--- src/rtl/microwave_cook_ctrl_if.sv ---
// Control/status bundle between the microwave front panel and the cook sequencer.
interface microwave_cook_ctrl_if #(
    parameter int unsigned TIME_W = 10
);
    logic              start;
    logic              stop;
    logic              time_add;
    logic              door_open;
    logic [1:0]        mode;
    logic              idle;
    logic              cooking;
    logic              magnetron_en;
    logic              beep;
    logic [TIME_W-1:0] remaining;

    // Panel side: drives requests, observes status.
    modport master (
        output start, stop, time_add, door_open, mode,
        input  idle, cooking, magnetron_en, beep, remaining
    );

    // Sequencer side.
    modport slave (
        input  start, stop, time_add, door_open, mode,
        output idle, cooking, magnetron_en, beep, remaining
    );
endinterface

--- src/rtl/microwave_cook_ctrl.sv ---
// Cook-cycle sequencer: time keeping, 1 s countdown, duty-cycled magnetron drive,
// door interlock, pause/resume/cancel and end-of-cook beep.
module microwave_cook_ctrl #(
    parameter int unsigned CLK_DIV  = 100000000,
    parameter int unsigned TIME_W   = 10,
    parameter int unsigned ADD_SEC  = 30,
    parameter int unsigned MAX_SEC  = 999,
    parameter int unsigned BEEP_SEC = 3
) (
    input logic                 clk,
    input logic                 rst,
    microwave_cook_ctrl_if.slave bus
);
    localparam int unsigned PRE_W  = (CLK_DIV > 1) ? $clog2(CLK_DIV) : 1;
    localparam int unsigned BEEP_W = (BEEP_SEC > 1) ? $clog2(BEEP_SEC + 1) : 1;
    localparam int unsigned WIN_W  = 4;

    localparam logic [PRE_W-1:0]  PRE_LAST  = PRE_W'(CLK_DIV - 1);
    localparam logic [BEEP_W-1:0] BEEP_LAST = BEEP_W'(BEEP_SEC - 1);
    localparam logic [WIN_W-1:0]  WIN_LAST  = WIN_W'(9);
    localparam logic [1:0]        MODE_LOW  = 2'b01;
    localparam logic [1:0]        MODE_NORM = 2'b10;
    localparam logic [1:0]        MODE_HIGH = 2'b11;

    typedef enum logic [1:0] {
        S_IDLE  = 2'd0,
        S_COOK  = 2'd1,
        S_PAUSE = 2'd2,
        S_DONE  = 2'd3
    } state_t;

    state_t              state_q;
    logic [TIME_W-1:0]   remaining_q;
    logic [PRE_W-1:0]    presc_q;
    logic [WIN_W-1:0]    win_q;
    logic [BEEP_W-1:0]   beep_cnt_q;
    logic [1:0]          mode_q;

    logic                tick_c;
    logic [TIME_W:0]     sum_c;
    logic [TIME_W-1:0]   added_c;
    logic [WIN_W-1:0]    on_win_c;
    logic                start_ok_c;

    // One-second tick: prescaler runs only while cooking or beeping.
    assign tick_c = ((state_q == S_COOK) || (state_q == S_DONE)) && (presc_q == PRE_LAST);

    // Saturating time_add, summed one bit wider so the overflow is visible.
    assign sum_c   = {1'b0, remaining_q} + (TIME_W+1)'(ADD_SEC);
    assign added_c = (sum_c > (TIME_W+1)'(MAX_SEC)) ? TIME_W'(MAX_SEC) : sum_c[TIME_W-1:0];

    assign start_ok_c = bus.start && !bus.door_open;

    // On-window length out of 10 s for the latched power mode (00 behaves as normal).
    always_comb begin
        on_win_c = WIN_W'(6);
        case (mode_q)
            MODE_LOW:  on_win_c = WIN_W'(3);
            MODE_NORM: on_win_c = WIN_W'(6);
            MODE_HIGH: on_win_c = WIN_W'(10);
            default:   on_win_c = WIN_W'(6);
        endcase
    end

    // Sequencer state, countdown, duty window and beep timer.
    always_ff @(posedge clk or negedge rst) begin
        if (!rst) begin
            state_q     <= S_IDLE;
            remaining_q <= '0;
            presc_q     <= '0;
            win_q       <= '0;
            beep_cnt_q  <= '0;
            mode_q      <= MODE_NORM;
        end else begin
            if ((state_q == S_COOK) || (state_q == S_DONE)) begin
                presc_q <= tick_c ? '0 : presc_q + PRE_W'(1);
            end
            case (state_q)
                S_IDLE: begin
                    if (bus.stop) begin
                        remaining_q <= '0;
                    end else if (start_ok_c) begin
                        state_q <= S_COOK;
                        mode_q  <= bus.mode;
                        win_q   <= '0;
                        presc_q <= '0;
                        if (remaining_q == '0) begin
                            remaining_q <= TIME_W'(ADD_SEC);
                        end
                    end else if (bus.time_add) begin
                        remaining_q <= added_c;
                    end
                end
                S_COOK: begin
                    // Door or stop pre-empts a coincident tick, so that second is not lost.
                    if (bus.door_open || bus.stop) begin
                        state_q <= S_PAUSE;
                    end else if (tick_c) begin
                        remaining_q <= remaining_q - TIME_W'(1);
                        win_q       <= (win_q == WIN_LAST) ? '0 : win_q + WIN_W'(1);
                        if (remaining_q == TIME_W'(1)) begin
                            state_q    <= S_DONE;
                            beep_cnt_q <= '0;
                        end
                    end else if (bus.time_add) begin
                        remaining_q <= added_c;
                    end
                end
                S_PAUSE: begin
                    if (bus.stop) begin
                        state_q     <= S_IDLE;
                        remaining_q <= '0;
                    end else if (start_ok_c) begin
                        state_q <= S_COOK;
                    end else if (bus.time_add) begin
                        remaining_q <= added_c;
                    end
                end
                S_DONE: begin
                    if (bus.start || bus.stop) begin
                        state_q <= S_IDLE;
                    end else if (tick_c) begin
                        beep_cnt_q <= beep_cnt_q + BEEP_W'(1);
                        if (beep_cnt_q == BEEP_LAST) begin
                            state_q <= S_IDLE;
                        end
                    end
                end
                default: state_q <= S_IDLE;
            endcase
        end
    end

    // Status decoded from state; magnetron drops combinationally on door open.
    assign bus.idle         = (state_q == S_IDLE);
    assign bus.cooking      = (state_q == S_COOK);
    assign bus.beep         = (state_q == S_DONE);
    assign bus.remaining    = remaining_q;
    assign bus.magnetron_en = (state_q == S_COOK) && !bus.door_open && (win_q < on_win_c);

endmodule

--- src/flat_wrapper.sv ---
// flat-port wrapper written by rule: the top's interface ports become plain ports
module microwave_cook_ctrl_flat 
#(
    parameter int unsigned CLK_DIV  = 100000000,
    parameter int unsigned TIME_W   = 10,
    parameter int unsigned ADD_SEC  = 30,
    parameter int unsigned MAX_SEC  = 999,
    parameter int unsigned BEEP_SEC = 3
)
  (clk, rst, bus_start, bus_stop, bus_time_add, bus_door_open, bus_mode, bus_idle, bus_cooking, bus_magnetron_en, bus_beep, bus_remaining);
  microwave_cook_ctrl_if #(.TIME_W(TIME_W)) bus_i ();
  input logic clk;
  input logic rst;
  input wire logic [$bits(bus_i.start)-1:0] bus_start;
  input wire logic [$bits(bus_i.stop)-1:0] bus_stop;
  input wire logic [$bits(bus_i.time_add)-1:0] bus_time_add;
  input wire logic [$bits(bus_i.door_open)-1:0] bus_door_open;
  input wire logic [$bits(bus_i.mode)-1:0] bus_mode;
  output wire logic [$bits(bus_i.idle)-1:0] bus_idle;
  output wire logic [$bits(bus_i.cooking)-1:0] bus_cooking;
  output wire logic [$bits(bus_i.magnetron_en)-1:0] bus_magnetron_en;
  output wire logic [$bits(bus_i.beep)-1:0] bus_beep;
  output wire logic [$bits(bus_i.remaining)-1:0] bus_remaining;
  assign bus_i.start = bus_start;
  assign bus_i.stop = bus_stop;
  assign bus_i.time_add = bus_time_add;
  assign bus_i.door_open = bus_door_open;
  assign bus_i.mode = bus_mode;
  assign bus_idle = bus_i.idle;
  assign bus_cooking = bus_i.cooking;
  assign bus_magnetron_en = bus_i.magnetron_en;
  assign bus_beep = bus_i.beep;
  assign bus_remaining = bus_i.remaining;
  microwave_cook_ctrl #(.CLK_DIV(CLK_DIV), .TIME_W(TIME_W), .ADD_SEC(ADD_SEC), .MAX_SEC(MAX_SEC), .BEEP_SEC(BEEP_SEC)) u_core (.clk(clk), .rst(rst), .bus(bus_i));
endmodule
--- config.mk ---
export PLATFORM = sky130hd
export DESIGN_NAME = microwave_cook_ctrl_flat
export DESIGN_NICKNAME = d
export VERILOG_FILES = /design/src/rtl/microwave_cook_ctrl_if.sv /design/src/rtl/microwave_cook_ctrl.sv /design/src/flat_wrapper.sv
export SDC_FILE = /design/constraint.sdc
export NUM_CORES = 1
export LEC_CHECK = 0
export CAP_MARGIN = 25
export CORE_MARGIN = 5
export CORE_UTILIZATION = 59
export DETAILED_ROUTE_END_ITERATION = 6
export GPL_ROUTABILITY_DRIVEN = 0
export PLACE_DENSITY = 0.8
export SETUP_SLACK_MARGIN = 0.1
export SLEW_MARGIN = 20
export SYNTH_ARGS = -nofsm -noshare
export SYNTH_HDL_FRONTEND = slang
export SYNTH_SLANG_ARGS = --single-unit
--- constraint.sdc ---
create_clock -name clk -period 6.2 [get_ports clk]
set_input_delay 1.24 -clock clk [delete_from_list [all_inputs] [get_ports clk]]
set_output_delay 1.24 -clock clk [all_outputs]
set_load 0.02 [all_outputs]
==> metrics <==
Die X-Extent=roughly 86 um; largest net degree at the start of global routing=28; H-tree levels=2; Max Cap Viol=0; fmax=259 MHz; P_leak=roughly 1.6 nW; Worst Path Required=4.96 ns; CTS sink cnt=47; critical path fanouts, max=6; slew margin rel.=0.449; I/O pin count=22; Critical Path Source Type=input port; Placed Area=0.00359 mm^2; global route overflow=0; Most common cell on crit path=clkdlybuf4s50_1; worst-path cell chain=clkdlybuf4s50_1, nor2_1, and3_1, clkdlybuf4s50_1; CP Capture Type=primary output; Site Rows=27; CTS buffer count=5; Final ANT Viol Nets=0; Reg clk slew, reported paths=around 0.090 ns; Cell Pwr Density=355 mW/mm^2; Die Height=85.6 um; max-slew violations=0; Routed WL=7780 um; synth unique cells=68; clock tree buffer depth=2; Hold WC Path Type=reg2reg; TritonCTS clock tree=built; syn_nets=417; worst path buffer plus inverter count=2; run status=finished, final reports clean; top_reg_cell synth=dfrtp_1; Post-DP HPWL=5500 um; clk_lat worst skew=0.31 ns; Yosys reg bits=47; DRC=0; antenna diode count=0; setup bufs post-CTS=0; Buffers on Ports=21; Largest delay share family, worst path=buffers and inverters; Slew @ Worst Pin=0.824 ns; vias in the first global route=2895; Std-Cell Core Area=~0.0055 mm^2; drt initial violations=196; vias=3028; fin area=0.00368 mm^2; Nets=425; Synthesis Warnings=0; Final min period=3.85 ns; CP max stage cell=clkdlybuf4s50_1; cells after synthesis=394; first drt pass iteration count=5; Setup Viol. Count Final=0; P&R area growth vs syn=9.13%; Worst Setup Path Type=in2out; Total Routing Usage GR=0.219; syn avg cell area=about 8.6 um^2; fin crit share=0.622; Seq/Total Area, Yosys=0.349; EDFF count, synth=0; DR WL/cell=approximately 16 um; CTS resizes=0; mapped cell area=0.00337 mm^2; drt via density=6.37; hold buffer count at cts=0; Clock Tree Root=clkbuf_8; share of cells above drive strength 1=0.0645; initial antenna violation count=0; Worst Clk Skew=0.00702 ns; Initial Utilization=0.608; crit-path max cell delay=0.61 ns; crit path DAT=2.61 ns; Hold Fails Final Rpt=0; worst vdd ir=between 0.2 and 0.25 mV; asr flop ratio synth=1.00; RSZ-0062 raised after global routing=no; power consumption=1.31 mW; die area=0.00732 mm^2; setup TNS=0 ns; first-pass GRT wire length=13300 um
## metal layers
metal,routed length [um],GRT usage,share of wire
met1,3570,0.298,0.46
met2,3640,0.356,0.47
met3,413,0.0336,0.053
met4,153,0.0763,0.020
met5,0,0,0
## flip-flops by register name, summed over array words and instances (netlist names)
name and cells:
u_core.beep_cnt_q 2, u_core.bus.remaining 10, u_core.mode_q 2, u_core.presc_q 27
u_core.state_q 2, u_core.win_q 4
## cell usage in the layout, fill, tap and decap left out, types with 3 or more instances in the layout
cell	netlist	layout
or4_1	3	3
mux2i_1	3	3
ha_1	15	15
nand4_1	9	9
and3_1	8	8
o2111ai_1	3	3
a21oi_1	15	15
nand3_1	12	12
clkbuf_8	0	5
a31oi_1	6	6
o21ai_0	23	23
mux2_2	3	3
o31ai_1	6	6
clkdlybuf4s50_1	0	20
dfrtp_1	46	46
nor2b_1	5	5
and4_1	4	4
a41oi_1	3	3
xnor2_1	9	9
a211oi_1	4	4
nand2_1	38	38
nand2b_1	3	3
inv_1	16	16
or3_1	5	5
nor3_1	12	12
nor2_1	46	46
xor2_1	20	20
## layout make-up
cell class	count	area [um^2]
multi-input cells	310	2040
fillers	465	1860
flip-flops and latches	47	1180
repair buffers	22	225
well taps	72	90.1
clock buffers	6	72.6
inverters	16	60.1
clock inverters	2	12.5
## synth_stat cells, drive strengths merged (3+ instances only)
master	instances	area share
nor3	13	0.021
o21ai	25	0.037
dfrtp	46	0.34
ha	15	0.056
buf	7	0.012
clkbuf	14	0.016
o2111ai	3	0.0078
xnor2	10	0.028
nor2b	5	0.0093
nor2	47	0.053
a41oi	3	0.0078
and3	8	0.015
nand2	38	0.042
nand3	13	0.023
inv	16	0.018
and4	5	0.014
mux2i	3	0.0089
mux2	3	0.010
nand4	9	0.017
a211oi	4	0.0089
nor4	3	0.0093
a31oi	6	0.011
a21oi	15	0.022
or3	5	0.0093
nand2b	3	0.0056
o31ai	6	0.013
xor2	20	0.052
or4	3	0.0067
or2	3	0.0056
## path summary, 6_finish.rpt
path                                                        from                                  end  slack (ns)  depth (start not counted)
worst max-delay path                               bus_door_open                     bus_magnetron_en        2.35                          4
worst min-delay path            u_core.beep_cnt_q[1]$_DFFE_PN0P_     u_core.beep_cnt_q[1]$_DFFE_PN0P_        0.52                          1
worst max register to register     u_core.state_q[1]$_DFFE_PN0P_  u_core.bus.remaining[2]$_DFFE_PN0P_        3.17                          8
worst min register to register  u_core.beep_cnt_q[1]$_DFFE_PN0P_     u_core.beep_cnt_q[1]$_DFFE_PN0P_        0.52                          1
max in group asynchronous                                    rst         u_core.presc_q[21]$_DFF_PN0_        4.80                          2
min in group asynchronous                                    rst          u_core.win_q[0]$_DFFE_PN0P_        0.89                          1
## through the flow
| stage | instances | utilization | setup WS [ns] | hold slack (ns) |
|---|---|---|---|---|
| after floorplan | 394 | - | 3.39 | 0.473 |
| after CTS | 475 | 0.664 | 2.35 | 0.532 |
| final | 475 | 0.664 | 2.35 | 0.524 |
| after detailed placement | 467 | 0.648 | 2.36 | 0.511 |
| after global routing | 475 | 0.664 | 2.24 | 0.560 |
| after global placement | 466 | 0.645 | 2.36 | 0.490 |
## worst reg2reg max path, cell delays in order (launching register included)
cell      delay (ns)
dfrtp_1         0.42
inv_1           0.11
ha_1            0.62
o2111a_1        0.33
nand2_1         0.12
or4_1           0.73
o211ai_1        0.27
a211oi_1        0.09
o31ai_1         0.26
## cell families after synthesis
logic type	after synthesis	synth area share
simple gates	166	0.258
compound gates	93	0.193
flops	47	0.349
buf+inv	37	0.0453
xor+xnor	30	0.0802
fa+ha+maj	15	0.0557
mux	6	0.0189
## where the power goes
group          internal (mW)  switching (mW)
logic                  0.274           0.394
registers              0.358          0.0874
clock network         0.0792           0.113
Note: power is estimated with default switching activity, not from simulation.
